==> config.mk <==
export PLATFORM = sky130hd
export DESIGN_NAME = dmem_responder_flat
export DESIGN_NICKNAME = d
export VERILOG_FILES = /design/src/rtl/dmem_if.sv /design/src/rtl/dmem_responder.sv /design/src/flat_wrapper.sv
export SDC_FILE = /design/constraint.sdc
export NUM_CORES = 2
export LEC_CHECK = 0
export CORE_MARGIN = 2
export CORE_UTILIZATION = 57
export CTS_CLUSTER_DIAMETER = 150
export CTS_CLUSTER_SIZE = 16
export DETAILED_ROUTE_END_ITERATION = 10
export PLACE_DENSITY = 0.82
export SLEW_MARGIN = 10
export SYNTH_ARGS = -nofsm -noshare
export SYNTH_HDL_FRONTEND = slang
export SYNTH_SLANG_ARGS = --single-unit
==> constraint.sdc <==
create_clock -name clk -period 5.7 [get_ports clk]
set_clock_uncertainty 0.15 [all_clocks]
set_input_delay 1.14 -clock clk [delete_from_list [all_inputs] [get_ports clk]]
set_output_delay 1.14 -clock clk [all_outputs]
set_load 0.01 [all_outputs]
==> src/rtl/dmem_if.sv <==
// Memory-stage request/response bundle between the core (master) and a data-memory responder (slave).
interface dmem_if #(
  parameter int ADDR_W = 8
) ();
  logic              req_valid;
  logic              req_ready;
  logic              req_wr;
  logic              req_byte;
  logic [ADDR_W-1:0] req_addr;
  logic [15:0]       req_wdata;
  logic              rsp_valid;
  logic              rsp_ready;
  logic [15:0]       rsp_rdata;
  logic              rsp_err;

  modport master (
    output req_valid, req_wr, req_byte, req_addr, req_wdata, rsp_ready,
    input  req_ready, rsp_valid, rsp_rdata, rsp_err
  );

  modport slave (
    input  req_valid, req_wr, req_byte, req_addr, req_wdata, rsp_ready,
    output req_ready, rsp_valid, rsp_rdata, rsp_err
  );
endinterface

==> src/rtl/dmem_responder.sv <==
// Single-outstanding data-memory responder: big-endian 16-bit word store with byte/word access,
// fixed modelled access latency and a held response until the core consumes it.
module dmem_responder #(
  parameter int ADDR_W      = 8,
  parameter int WAIT_CYCLES = 2
) (
  input  logic   clk,
  input  logic   rst,
  dmem_if.slave  bus,
  output logic   busy
);

  localparam int         WORDS    = 2 ** (ADDR_W - 1);
  localparam logic [3:0] CNT_INIT = 4'(WAIT_CYCLES);

  typedef enum logic [1:0] {S_IDLE, S_WAIT, S_RESP} state_t;

  state_t            state_q, state_d;
  logic [3:0]        cnt_q, cnt_d;
  logic              wr_q, wr_d;
  logic              byte_q, byte_d;
  logic [ADDR_W-1:0] addr_q, addr_d;
  logic [15:0]       wdata_q, wdata_d;
  logic [15:0]       rdata_q, rdata_d;
  logic              err_q, err_d;
  logic [15:0]       mem_q [WORDS];

  logic              accept;
  logic              commit;
  logic              op_wr;
  logic              op_byte;
  logic [ADDR_W-1:0] op_addr;
  logic [15:0]       op_wdata;
  logic [ADDR_W-2:0] mem_idx;
  logic [15:0]       mem_old;
  logic              misal;
  logic              mem_we;
  logic [15:0]       mem_wdata;

  assign accept = (state_q == S_IDLE) && bus.req_valid;

  // Next-state logic
  always_comb begin
    state_d = state_q;
    cnt_d   = cnt_q;
    unique case (state_q)
      S_IDLE: begin
        if (bus.req_valid) begin
          cnt_d   = CNT_INIT;
          state_d = (WAIT_CYCLES > 0) ? S_WAIT : S_RESP;
        end
      end
      S_WAIT: begin
        cnt_d = cnt_q - 4'd1;
        if (cnt_q <= 4'd1) state_d = S_RESP;
      end
      S_RESP: begin
        if (bus.rsp_ready) state_d = S_IDLE;
      end
      default: state_d = S_IDLE;
    endcase
  end

  // With no wait cycles the commit edge is the accept edge, so operands come straight from the bus
  always_comb begin
    wr_d    = accept ? bus.req_wr    : wr_q;
    byte_d  = accept ? bus.req_byte  : byte_q;
    addr_d  = accept ? bus.req_addr  : addr_q;
    wdata_d = accept ? bus.req_wdata : wdata_q;

    op_wr    = (state_q == S_IDLE) ? bus.req_wr    : wr_q;
    op_byte  = (state_q == S_IDLE) ? bus.req_byte  : byte_q;
    op_addr  = (state_q == S_IDLE) ? bus.req_addr  : addr_q;
    op_wdata = (state_q == S_IDLE) ? bus.req_wdata : wdata_q;
  end

  // Access is performed on the edge that enters RESP
  always_comb begin
    commit    = (state_d == S_RESP) && (state_q != S_RESP);
    mem_idx   = op_addr[ADDR_W-1:1];
    mem_old   = mem_q[mem_idx];
    misal     = !op_byte && op_addr[0];
    mem_we    = 1'b0;
    mem_wdata = mem_old;
    rdata_d   = rdata_q;
    err_d     = err_q;
    if (commit) begin
      err_d   = misal;
      rdata_d = 16'h0000;
      if (!misal) begin
        if (op_wr) begin
          mem_we = 1'b1;
          if (!op_byte)
            mem_wdata = op_wdata;
          else if (op_addr[0])
            mem_wdata = {mem_old[15:8], op_wdata[7:0]};
          else
            mem_wdata = {op_wdata[7:0], mem_old[7:0]};
        end else if (op_byte) begin
          rdata_d = {8'h00, (op_addr[0] ? mem_old[7:0] : mem_old[15:8])};
        end else begin
          rdata_d = mem_old;
        end
      end
    end
  end

  // Outputs
  always_comb begin
    bus.req_ready = (state_q == S_IDLE);
    bus.rsp_valid = (state_q == S_RESP);
    bus.rsp_rdata = rdata_q;
    bus.rsp_err   = err_q;
    busy          = (state_q != S_IDLE);
  end

  always_ff @(posedge clk or negedge rst) begin
    if (!rst) begin
      state_q <= S_IDLE;
      cnt_q   <= 4'd0;
      rdata_q <= 16'h0000;
      err_q   <= 1'b0;
      for (int i = 0; i < WORDS; i++) mem_q[i] <= 16'h0000;
    end else begin
      state_q <= state_d;
      cnt_q   <= cnt_d;
      rdata_q <= rdata_d;
      err_q   <= err_d;
      if (mem_we) mem_q[mem_idx] <= mem_wdata;
    end
  end

  // Latched request operands carry no reset; they are only read after an accept
  always_ff @(posedge clk) begin
    wr_q    <= wr_d;
    byte_q  <= byte_d;
    addr_q  <= addr_d;
    wdata_q <= wdata_d;
  end

endmodule
==> src/flat_wrapper.sv <==
// flat-port wrapper written by rule: the top's interface ports become plain ports
module dmem_responder_flat 
#(
  parameter int ADDR_W      = 8,
  parameter int WAIT_CYCLES = 2
)
  (clk, rst, busy, bus_req_valid, bus_req_wr, bus_req_byte, bus_req_addr, bus_req_wdata, bus_rsp_ready, bus_req_ready, bus_rsp_valid, bus_rsp_rdata, bus_rsp_err);
  dmem_if #(.ADDR_W(ADDR_W)) bus_i ();
  input  logic clk;
  input  logic rst;
  output logic busy;
  input wire logic [$bits(bus_i.req_valid)-1:0] bus_req_valid;
  input wire logic [$bits(bus_i.req_wr)-1:0] bus_req_wr;
  input wire logic [$bits(bus_i.req_byte)-1:0] bus_req_byte;
  input wire logic [$bits(bus_i.req_addr)-1:0] bus_req_addr;
  input wire logic [$bits(bus_i.req_wdata)-1:0] bus_req_wdata;
  input wire logic [$bits(bus_i.rsp_ready)-1:0] bus_rsp_ready;
  output wire logic [$bits(bus_i.req_ready)-1:0] bus_req_ready;
  output wire logic [$bits(bus_i.rsp_valid)-1:0] bus_rsp_valid;
  output wire logic [$bits(bus_i.rsp_rdata)-1:0] bus_rsp_rdata;
  output wire logic [$bits(bus_i.rsp_err)-1:0] bus_rsp_err;
  assign bus_i.req_valid = bus_req_valid;
  assign bus_i.req_wr = bus_req_wr;
  assign bus_i.req_byte = bus_req_byte;
  assign bus_i.req_addr = bus_req_addr;
  assign bus_i.req_wdata = bus_req_wdata;
  assign bus_i.rsp_ready = bus_rsp_ready;
  assign bus_req_ready = bus_i.req_ready;
  assign bus_rsp_valid = bus_i.rsp_valid;
  assign bus_rsp_rdata = bus_i.rsp_rdata;
  assign bus_rsp_err = bus_i.rsp_err;
  dmem_responder #(.ADDR_W(ADDR_W), .WAIT_CYCLES(WAIT_CYCLES)) u_core (.clk(clk), .rst(rst), .bus(bus_i), .busy(busy));
endmodule
==> run_results.csv <==
group,metric,value,unit
detailed_routing,wl_met3,48460,um
final_layout,drive_gt1_share,14.41,%
synth,synth-edff-count,26,
critical_path,critical_path_class,"flop to flop",
outcome,outcome,"finished, violations left",
power_and_ir_drop,powerDensity,457.3,nW/um2
synth,yosysWarnings,0,
clock_network,clk_latency,0.85,ns
grt,antenna_found_initial,20,
critical_path,setup.worst_path.start,"u_core.state_q[1]",
power_and_ir_drop,leakagePower,45.69,nW
grt,grt_pass1_vias,77200,
critical_path,critPathLaunchType,"flop",
synth,yosysSeqAreaShare,57.21,%
flow_run,drv_cap,0,
clock_network,clkTransAtPathRegs,0.07,ns
clock_network,clock_path_buffers,3,
timing,slew_violations,0,
floorplan,fp.dieArea,164500,um2
detailed_routing,met2_length,143100,um
grt,grtUsageTotal,41.15,%
synth,yosysUniqueCellTypes,88,
floorplan,fp.dieH,405.6,um
placement,port-buffer-count,49,
critical_path,cp_max_fo,66,
synth,netlist_area,91950,um2
clock_network,cts_hold_buf,0,
power_and_ir_drop,ir_drop,459.7,uV
final_layout,area_growth,11.32,%
power_and_ir_drop,pwr-share-clk,21.3,%
final_layout,final_cell_mix,"dfrtp_1, nor2_1, nand2_1",
synth,postSynth.asyncResetShare,98.76,%
final_layout,final_common_cell,"dfrtp_1",
timing,rsz0062_at_grt,"false",
clock_network,root_buffer,"clkbuf_16",
placement,dp_hpwl,226400,um
timing,layout_setup_ws,-0.1657,ns
grt,grt_pass1_wl,501500,um
detailed_routing,vias_per_cell,7.060,
timing,tns,-9.849,ns
placement,routabilityCongestion,1.060,
clock_network,cts_tree,"done",
timing,period_share,102.9,%
clock_network,postCtsSetupBuffers,0,
synth,synthCells,9080,
detailed_routing,drc_errors,0,
placement,place_area,98370,um2
detailed_routing,wl_per_cell,30.17,um
power_and_ir_drop,p_seq_share,35.2,%
clock_network,clock_sinks,2097,
grt,grt_max_degree,163,
detailed_routing,firstDrtPassIters,7,
synth,syn_nets,9112,
power_and_ir_drop,p_int,0.02668,W
timing,slew-limit-headroom,3.584,%
final_layout,final_core_util,63.82,%
synth,syn_avg_cell_area,10.13,um2
critical_path,r2r_start,"u_core.state_q[1]",
clock_network,cts.htree.levels,4,
floorplan,start_util,57.33,%
timing,hold_viol_final,0,
final_layout,fin_cells,11300,
detailed_routing,top_layer,"met5",
timing,worst_pin_slew,1.416,ns
detailed_routing,ant_nets,0,
power_and_ir_drop,p_switching,0.02013,W
detailed_routing,wl_met1,116800,um
synth,synth-main-ff-cell,"dfrtp_1",
outcome,failed_checks,"negative setup slack",
floorplan,rows,147,
critical_path,worstPathArrival,6.38,ns
detailed_routing,routed_wl,340800,um
placement,dp_cells,11120,
worst_hold_path,min_path_type,"primary input to asynchronous set/reset pin",
clock_network,cts_buffers,149,
critical_path,critPathCaptureType,"flop",
critical_path,worst_ep_required_time,6.22,ns
detailed_routing,dr.first_iter.drc_count,12860,
synth,ys_seq_elements,2097,
timing,fin_crit,5.866,ns
power_and_ir_drop,power_frac_comb,43.5,%
floorplan,ios,50,
timing,max_freq,170.5,MHz
floorplan,fp.dieW,405.6,um
floorplan,core,160400,um2
power_and_ir_drop,sw_frac_of_total,43.01,%
clock_network,cts_resized,0,
timing,setup_viol,115,
final_layout,final_area,102400,um2
detailed_routing,dr_total_vias,79770,
grt,grt.overflow.total,0,
final_layout,nets,9145,
[sequential cells by signal (all words and copies together), names as in the netlist]
signal                count
u_core.addr_q             8
u_core.bus.rsp_err        1
u_core.bus.rsp_rdata     16
u_core.byte_q             1
u_core.cnt_q              4
u_core.mem_q           2048
u_core.state_q            2
u_core.wdata_q           16
u_core.wr_q               1
[kinds of logic after synthesis]
kind of cell / Yosys count / share of synthesized area [%]
simple gates: 2427 / 10.50
mux: 594 / 7.016
flops: 2097 / 57.21
buf+inv: 852 / 4.462
fa+ha+maj: 2 / 0.02721
compound gates: 3108 / 20.79
[critical path: stages (launching register included)]
cell       delay [ns]
dfrtp_1          0.38
or2_2            0.50
clkinv_4         0.27
buf_4            0.30
o21ai_1          0.38
nand2_1          0.44
a21oi_1          0.23
o21ai_0          0.72
nand3_1          0.36
nor4_2           1.07
a2bb2oi_4        0.26
buf_12           0.32
a21oi_1          0.14
[power groups by stage]
stage          logic (W)  clock network [W]  registers (W)
2_1_floorplan    0.00947                  0         0.0166
3_3_place_gp      0.0189                  0         0.0167
3_5_place_dp      0.0191                  0         0.0167
4_1_cts           0.0192            0.00993         0.0165
5_1_grt           0.0204             0.0105         0.0166
6_report          0.0203            0.00997         0.0165
[final timing paths]
check                                      to  depth (start not counted)  slack (ns)
max in group asynchronous  u_core.mem_q[1359]                          2        3.59
hold reg to reg            u_core.mem_q[1138]                          2        0.33
setup / recovery            u_core.mem_q[283]                         12       -0.17
setup reg to reg            u_core.mem_q[283]                         12       -0.17
min in group clk           u_core.mem_q[1138]                          2        0.33
hold / removal              u_core.mem_q[136]                          1        0.16
[metrics by stage]
| step | power (W) | setup slack (ns) | hold slack (ns) |
|---|---|---|---|
| 5_1_grt | 0.04746 | 0.05860 | 0.2221 |
| 4_1_cts | 0.04563 | 0.2437 | 0.1944 |
| 3_5_place_dp | 0.03589 | -0.4296 | 0.3154 |
| 3_3_place_gp | 0.03553 | -0.3964 | 0.2943 |
| 2_1_floorplan | 0.02605 | 1.155 | 0.2806 |
| 6_report | 0.04681 | -0.1657 | 0.1644 |
[layer usage]
layer,vias up,global-route usage [%]
met2,6510,58.43
met4,20,31.59
li1,32510,-
met1,38960,52.35
met3,1775,13.28
met5,-,0
[final cells by class]
| class | instances | area, um2 |
|---|---|---|
| fill | 12260 | 58020 |
| antenna | 9 | 22.52 |
| tap | 2160 | 2703 |
| sequential | 2097 | 52610 |
| inverter | 9 | 38.79 |
| clock buffer | 158 | 3826 |
| clock inverter | 10 | 140.1 |
| timing repair buffer | 725 | 7310 |
| multi-input combinational | 6131 | 35720 |
[synthesized netlist by cell type (20+ instances only)]
library cell  instances  area, um2
buf_1                20      75.07
o21a_1               20      150.1
mux2i_1             196       1962
mux2_2              396       4459
nand3_1             104      520.5
buf_6                31      349.1
o21ai_0             874       4374
edfxtp_1             26      780.8
clkbuf_1            467       1753
nor2_1             1130       4242
dfrtp_1            2071      51820
nand2_1            1074       4031
a221oi_1            350       3065
a22o_1               41      359.1
buf_4               104      780.8
a21oi_1             917       4589
o22ai_1             221       1383
a222oi_1             26      260.3
nand4_1              23      143.9
a22oi_1             378       2838
a31oi_1             138      863.3
buf_2               202       1011
(Power assumes the default switching activity.)
